**config.mk**
```make
export PLATFORM = sky130hd
export DESIGN_NAME = load_store_unit
export DESIGN_NICKNAME = d
export VERILOG_FILES = /design/src/rtl/lsu_pkg.sv /design/src/rtl/lsu_align.sv /design/src/rtl/load_store_unit.sv
export SDC_FILE = /design/constraint.sdc
export NUM_CORES = 1
export LEC_CHECK = 0
export CAP_MARGIN = 20
export CORE_MARGIN = 1
export CORE_UTILIZATION = 25
export CTS_CLUSTER_SIZE = 28
export DETAILED_ROUTE_END_ITERATION = 6
export PLACE_DENSITY_LB_ADDON = 0.3
export SETUP_SLACK_MARGIN = 0.15
export SYNTH_ARGS = -nofsm -noshare
export SYNTH_HDL_FRONTEND = slang
export SYNTH_SLANG_ARGS = --single-unit
```
**constraint.sdc**
```tcl
create_clock -name CLK -period 7.2 [get_ports CLK]
set_clock_uncertainty 0.05 [all_clocks]
set_input_delay 0.72 -clock CLK [delete_from_list [all_inputs] [get_ports CLK]]
set_output_delay 0.72 -clock CLK [all_outputs]
set_load 0.1 [all_outputs]
```
**src/rtl/lsu_pkg.sv**
```systemverilog
// Shared definitions for the load/store unit: RISC-V width codes, FSM state
// encoding and the funct3 legality check.
package lsu_pkg;

  localparam logic [2:0] F3_B  = 3'b000;
  localparam logic [2:0] F3_H  = 3'b001;
  localparam logic [2:0] F3_W  = 3'b010;
  localparam logic [2:0] F3_BU = 3'b100;
  localparam logic [2:0] F3_HU = 3'b101;

  typedef enum logic [1:0] {
    IDLE   = 2'd0,
    ACCESS = 2'd1,
    WRITE  = 2'd2,
    RESP   = 2'd3
  } lsu_state_e;

  // Stores only have signed-width codes; loads add the unsigned variants.
  function automatic logic f3_legal(input logic we, input logic [2:0] f3);
    if (we) return (f3 == F3_B) || (f3 == F3_H) || (f3 == F3_W);
    return (f3 == F3_B) || (f3 == F3_H) || (f3 == F3_W) ||
           (f3 == F3_BU) || (f3 == F3_HU);
  endfunction

endpackage

```
**src/rtl/lsu_align.sv**
```systemverilog
// Combinational lane steering: extracts and extends a load value from a memory
// word, and merges byte/halfword store data into a memory word.
module lsu_align
  import lsu_pkg::*;
(
  input  logic [2:0]  funct3,
  input  logic [1:0]  addr,
  input  logic [31:0] word,
  input  logic [15:0] wdata,
  output logic [31:0] load_val,
  output logic [31:0] merged
);

  function automatic logic [31:0] ext8(input logic [7:0] v, input logic sgn);
    logic signed [7:0] s;
    s = v;
    return sgn ? 32'(s) : {24'd0, v};
  endfunction

  function automatic logic [31:0] ext16(input logic [15:0] v, input logic sgn);
    logic signed [15:0] s;
    s = v;
    return sgn ? 32'(s) : {16'd0, v};
  endfunction

  logic [7:0]  byte_sel;
  logic [15:0] half_sel;

  // Halfword lane comes from addr[1] alone, so an odd halfword address
  // (when not trapped) falls back to the aligned lane below it.
  always_comb begin
    byte_sel = word[{addr, 3'b000} +: 8];
    half_sel = addr[1] ? word[31:16] : word[15:0];
    load_val = word;
    case (funct3)
      F3_B:    load_val = ext8(byte_sel, 1'b1);
      F3_BU:   load_val = ext8(byte_sel, 1'b0);
      F3_H:    load_val = ext16(half_sel, 1'b1);
      F3_HU:   load_val = ext16(half_sel, 1'b0);
      default: load_val = word;
    endcase
  end

  always_comb begin
    merged = word;
    case (funct3)
      F3_B: merged[{addr, 3'b000} +: 8] = wdata[7:0];
      F3_H: begin
        if (addr[1]) merged[31:16] = wdata;
        else         merged[15:0]  = wdata;
      end
      default: merged = word;
    endcase
  end

endmodule

```
**src/rtl/load_store_unit.sv**
```systemverilog
// Multi-cycle load/store initiator between core and word-wide data memory.
// Optional misalignment trapping is enabled by defining LSU_MISALIGN_CHECK_EN.
module load_store_unit
  import lsu_pkg::*;
#(
  parameter logic [31:0] ADDR_LIMIT = 32'h0004_0000
) (
  input  logic        CLK,
  input  logic        RST,
  input  logic        req_valid,
  output logic        req_ready,
  input  logic        req_we,
  input  logic [2:0]  req_funct3,
  input  logic [31:0] req_addr,
  input  logic [31:0] req_wdata,
  output logic        resp_valid,
  output logic [31:0] resp_rdata,
  output logic        resp_err,
  output logic        mem_we,
  output logic [31:0] mem_a,
  output logic [31:0] mem_wd,
  input  logic [31:0] mem_rd
);

  lsu_state_e  state;
  logic        we_q;
  logic [2:0]  f3_q;
  logic [1:0]  lane_q;
  logic [15:0] wdata_q;
  logic        req_err;
  logic [31:0] load_val;
  logic [31:0] merged;

  always_comb begin
    req_err = !f3_legal(req_we, req_funct3) || (req_addr >= ADDR_LIMIT);
`ifdef LSU_MISALIGN_CHECK_EN
    if ((req_funct3[1:0] == 2'b01) && req_addr[0]) req_err = 1'b1;
    if ((req_funct3 == F3_W) && (req_addr[1:0] != 2'b00)) req_err = 1'b1;
`endif
  end

  lsu_align u_align (
    .funct3   (f3_q),
    .addr     (lane_q),
    .word     (mem_rd),
    .wdata    (wdata_q),
    .load_val (load_val),
    .merged   (merged)
  );

  // Request latches carry data only and are deliberately left out of reset.
  always_ff @(posedge CLK) begin
    if (state == IDLE && req_valid) begin
      we_q    <= req_we;
      f3_q    <= req_funct3;
      lane_q  <= req_addr[1:0];
      wdata_q <= req_wdata[15:0];
    end
  end

  always_ff @(posedge CLK) begin
    if (RST) begin
      state      <= IDLE;
      req_ready  <= 1'b1;
      resp_valid <= 1'b0;
      resp_err   <= 1'b0;
      resp_rdata <= 32'd0;
      mem_we     <= 1'b0;
      mem_a      <= 32'd0;
      mem_wd     <= 32'd0;
    end else begin
      case (state)
        IDLE: begin
          if (req_valid) begin
            req_ready <= 1'b0;
            if (req_err) begin
              resp_valid <= 1'b1;
              resp_err   <= 1'b1;
              resp_rdata <= 32'd0;
              state      <= RESP;
            end else begin
              mem_a <= {req_addr[31:2], 2'b00};
              // A full-word store needs no read, so it writes in ACCESS.
              if (req_we && req_funct3 == F3_W) begin
                mem_we <= 1'b1;
                mem_wd <= req_wdata;
              end
              state <= ACCESS;
            end
          end
        end
        ACCESS: begin
          if (!we_q) begin
            resp_valid <= 1'b1;
            resp_err   <= 1'b0;
            resp_rdata <= load_val;
            state      <= RESP;
          end else if (f3_q == F3_W) begin
            mem_we     <= 1'b0;
            resp_valid <= 1'b1;
            resp_err   <= 1'b0;
            resp_rdata <= 32'd0;
            state      <= RESP;
          end else begin
            mem_we <= 1'b1;
            mem_wd <= merged;
            state  <= WRITE;
          end
        end
        WRITE: begin
          mem_we     <= 1'b0;
          resp_valid <= 1'b1;
          resp_err   <= 1'b0;
          resp_rdata <= 32'd0;
          state      <= RESP;
        end
        RESP: begin
          resp_valid <= 1'b0;
          resp_err   <= 1'b0;
          req_ready  <= 1'b1;
          state      <= IDLE;
        end
        default: state <= IDLE;
      endcase
    end
  end

endmodule

```
# After elaboration in Yosys (flattened, before gate mapping)
# Index checks and enable logic that the tools add are counted.
dict set report totals {
  wordCells 98
  out_inout_bits 100
  ff_bits 122
}
dict set report classes {
  reduce_logical 21
  n_eq_ne 18
  n_addsub 1
  n_bitwise 1
  order_cmp 1
  n_shift 3
  mux 41
}
# cell n
set ops {}
lappend ops {{$mux 32} 9}
lappend ops {{$pmux 32 s2} 2}
lappend ops {{$pmux 32 s4} 1}
lappend ops {{$pmux 32 s3} 1}
lappend ops {{$mux 16} 3}
lappend ops {{$bwmux 32} 1}
lappend ops {{$ge 32x19->1 const B} 1}
lappend ops {{$shift 8x7->32 const A} 1}
lappend ops {{$shiftx 32x6->8} 1}
lappend ops {{$shiftx 8x7->32} 1}
lappend ops {{$mux 1} 17}
lappend ops {{$eq 3x3->1 const B} 4}
lappend ops {{$ne 2x2->1 const B} 5}
lappend ops {{$pmux 2 s4} 1}
lappend ops {{$neg 5->7} 1}
lappend ops {{$eq 3x1->1 const B} 2}
lappend ops {{$eq 3x2->1 const B} 2}
lappend ops {{$logic_not 3->1} 2}
lappend ops {{$pmux 1 s3} 2}
lappend ops {{$reduce_and 3->1} 2}
lappend ops {{$reduce_and 6->1} 1}
lappend ops {{$logic_or 1x1->1} 5}
lappend ops {{$reduce_and 5->1} 1}
lappend ops {{$eq 2x2->1 const B} 2}
lappend ops {{other kinds (15)} 18}

# Depth between registers and ports, before layout
dict set report depth {
  depth_word 11
  mapped_depth 10
  depth_no_buf 7
}

# Cells and area by module
# A second synthesis with hierarchy kept.
dict set report hier_totals {
  cells_unflattened 658
  area_unflattened_um2 6304.8
}
# mod cells_each area_per_inst_um2 instances seq_area_each_um2
set by_module_without_submodules {}
lappend by_module_without_submodules {load_store_unit 484 5077.4 1 2662.6}
lappend by_module_without_submodules {lsu_align 174 1227.4 1 0.0}

# Least setup slack after synthesis
# OpenSTA, ideal clock, no wires.
dict set report synth_timing {
  path_kind {input to register}
  start {input req_valid}
  end {register mem_a[10]}
  arrival_ns 2.335
  setup_slack_ns 4.687
  t_required_ns 7.022
  stages 8
  setup_ns 0.128
  path_cell_list {clkbuf_1 nand2_1 inv_1 and3_1 buf_4 buf_4 mux2i_1 nor2_1}
}
dict set report synth_via {
  elab_chain_len 1
}
# item line
set synth_rtl {}
lappend synth_rtl {{start, declared} load_store_unit.sv:10} ;# input logic req_valid,
lappend synth_rtl {{$reduce_and 3->1 (no source line)} -}
lappend synth_rtl {{end signal, assigned} load_store_unit.sv:82} ;# mem_a <= {req_addr[31:2], 2'b00};
lappend synth_rtl {{end, declared} load_store_unit.sv:20} ;# output logic [31:0] mem_a,
# Every way passes these cells.
# A chain may end at the register's enable or synchronous reset.

# Final worst setup path
dict set report layout_timing {
  start {input req_valid}
  end {register mem_a[31]}
}
# The elaborated chain is that of the path after synthesis.

==> flow_summary.json <==
{
  "status": "finished, final reports clean",
  "viasPerCell": 4.87,
  "grt_pass1_vias": 5104,
  "worstSetupPathType": "primary input to flop",
  "critPathBufInv": 2,
  "finalSetupTns_ns": 0,
  "reg2reg_from": "state[1]$_SDFFE_PP0N_",
  "diodes": 0,
  "power.density_nw_per_um2": 314,
  "ys.flop_type": "dfxtp_1",
  "clk_path_buf_depth": 2,
  "root_buffer": "clkbuf_16",
  "ant_nets": 0,
  "drc": 0,
  "antenna_found_initial": 1,
  "hold_path.class": "flop to flop",
  "netlist_area_um2": 5980,
  "fmax_mhz": 284,
  "min_period_ns": 3.52,
  "start_util_pct": 25.5,
  "final_cells": 1129,
  "drive_gt1_share_pct": 7.90,
  "cp_top_family": "simple AND/OR/NAND/NOR gates",
  "cts_resized": 0,
  "track_usage_pct": 17.1,
  "grt_pass1_wl_um": 31200,
  "grt_max_degree": 66,
  "ctsHoldBuffers": 0,
  "min_from": "mem_wd[19]$_SDFFE_PP0P_",
  "total_power_mw": 2.74,
  "place_congestion": 0.834,
  "routed_wl_um": 20900,
  "fp.dieH_um": 157,
  "seq_area_um2": 2660,
  "syn_inst": 624,
  "cts_setup_buffers": 0,
  "cts_buffers": 17,
  "placedInstanceArea_um2": 8150,
  "finalHoldViolCount": 0,
  "htree_levels": 4,
  "cap_viol_max_count": 0,
  "dr_total_vias": 5496,
  "cp.required_ns": 7.45,
  "core_region_area_um2": 23500,
  "insertion_delay_ns": 0.41,
  "yosys_warnings": 0,
  "ys_seq_area_share_pct": 44.5,
  "synth.distinct_cells": 56,
  "dpl.cell_count": 1097,
  "cp-end-kind": "flop",
  "fillers": 2385,
  "layout.nets": 909,
  "port_buffers": 200,
  "syn_area_per_cell_um2": 9.58,
  "ir_drop_uv": 128,
  "setup_violations": 0,
  "leakage_nw": 2.99,
  "hold_ws_ns": 0.401,
  "crit_fanout": 23,
  "synth_enable_flop_cells": 22,
  "initialDrtViolationCount": 482,
  "crit_path_start": "req_valid",
  "die_w_um": 157,
  "period_share_pct": 48.9,
  "slowest_delay_ns": 0.97,
  "multi_input_area_um2": 3000,
  "wl_per_cell_um": 18.5,
  "top_level_ports": 203,
  "postSynth.asyncResetShare_pct": 0,
  "final_cell_mix": "199 x clkdlybuf4s50_1, 100 x dfxtp_1, 74 x nor2_1",
  "dieArea_um2": 24500,
  "arrival_ns": 3.78,
  "tightest_slew_ns": 1.08,
  "relSlewSlack_pct": 28.1,
  "cts_tree": "built",
  "rsz0062_at_grt": "false",
  "synth_seq_cells": 122,
  "cp-start-kind": "primary input",
  "worstPathCellList": "clkdlybuf4s50_1 > nand2_1 > inv_1 > and3_1 > nor2_1 > and2_1",
  "rows": 56,
  "cts.sinks": 122,
  "slowest_stage": "and3_1",
  "final_area_um2": 8710,
  "area.growth.synth_to_final_pct": 45.8,
  "layout_commonest_cell": "clkdlybuf4s50_1",
  "grt.overflow.total": 0,
  "maxSlewViolCount": 0,
  "firstDrtPassIters": 5,
  "dp_hpwl_um": 15200,
  "path_clk_slew_ns": 0.06
}
==> Yosys cell counts (3+ instances only) <==
cell type    n  share of area [%]
o22ai_1      7               0.73
nand2_1     50                3.1
ha_1         9                1.9
nor4_1       4               0.42
and2_1      15                1.6
buf_4        8                1.0
nor2b_1      9               0.94
buf_1        3               0.19
nor3_1       3               0.25
o41ai_2      8                2.2
mux2_2       3               0.57
mux2i_1     23                3.9
clkbuf_1    27                1.7
a21oi_1     21                1.8
nand2b_1     4               0.42
a31oi_1      4               0.42
o21ai_0     30                2.5
inv_1        9               0.57
buf_2       10               0.84
nand3b_1    56                7.0
o41ai_1     16                2.3
a221o_1      5               0.84
a221oi_1    32                4.7
o31ai_2      4               0.84
edfxtp_1    22                 11
o221ai_1     6               0.88
dfxtp_1    100                 33
or3_1        9               0.94
nor2_1      74                4.6
buf_6        5               0.94
o31ai_1     17                2.1
==> cells by family (layout without fill, tap and decap cells) <==
| logic type | after synthesis | count (layout) | synth area share, % |
|---|---|---|---|
| compound gates | 162 | 162 | 21.2 |
| simple gates | 239 | 239 | 21.9 |
| other cells | 1 | 2 | 0.0627 |
| buf+inv | 63 | 248 | 5.30 |
| fa+ha+maj | 9 | 9 | 1.88 |
| mux | 28 | 28 | 5.17 |
| flops | 122 | 122 | 44.5 |
==> routing by layer <==
metal  share of wire, %  GRT usage [%]  vias up
met3                7.2           5.10       13
li1                   -              -     2668
met1                 47           23.6     2626
met2                 45           25.3      189
met5                  0              0        -
met4                1.3           5.09        0
==> worst register-to-register path, delay by kind of cell (launching register included) <==
kind,cells,cell delay [ns]
flops,1,0.33
simple gates,4,1.76
fa+ha+maj,1,0.42
buf+inv,2,0.80
==> where the power goes <==
group	leakage, nW	switching, mW	internal [mW]
Sequential	1.02	0.0726	0.786
Combinational	1.69	0.752	0.288
Clock	0.277	0.311	0.527
==> state kept, by name (all words and copies together), names as in the netlist <==
name / count
mem_a: 30
f3_q: 3
lane_q: 2
state: 2
resp_rdata: 32
req_ready: 1
we_q: 1
mem_wd: 32
mem_we: 1
resp_err: 1
resp_valid: 1
wdata_q: 16
==> area by class of cell <==
cell class              instances  share of cell area, %
inverters                      10                  0.431
clock inverters                 8                   1.06
flip-flops and latches        122                   30.6
repair buffers                206                   23.5
multi-input cells             440                   34.5
clock buffers                  24                   5.43
well taps                     319                   4.58
==> through the flow <==
stage | utilization (%) | setup WS (ns)
3_5_place_dp | 34.7 | 3.23
4_1_cts | 37.1 | 3.61
3_3_place_gp | 34.7 | 3.27
6_report | 37.1 | 3.68
2_1_floorplan | - | 4.69
5_1_grt | 37.1 | 3.29
==> path summary, 6_finish.rpt <==
check                            end  slack (ns)  cells past startpoint
max           mem_a[31]$_SDFFE_PP0P_        3.68                      6
min reg2reg  mem_wd[19]$_SDFFE_PP0P_        0.40                      2
max reg2reg   mem_a[31]$_SDFFE_PP0P_        3.73                      7
min          mem_wd[19]$_SDFFE_PP0P_        0.40                      2
Power figures use the tool's default switching activity.
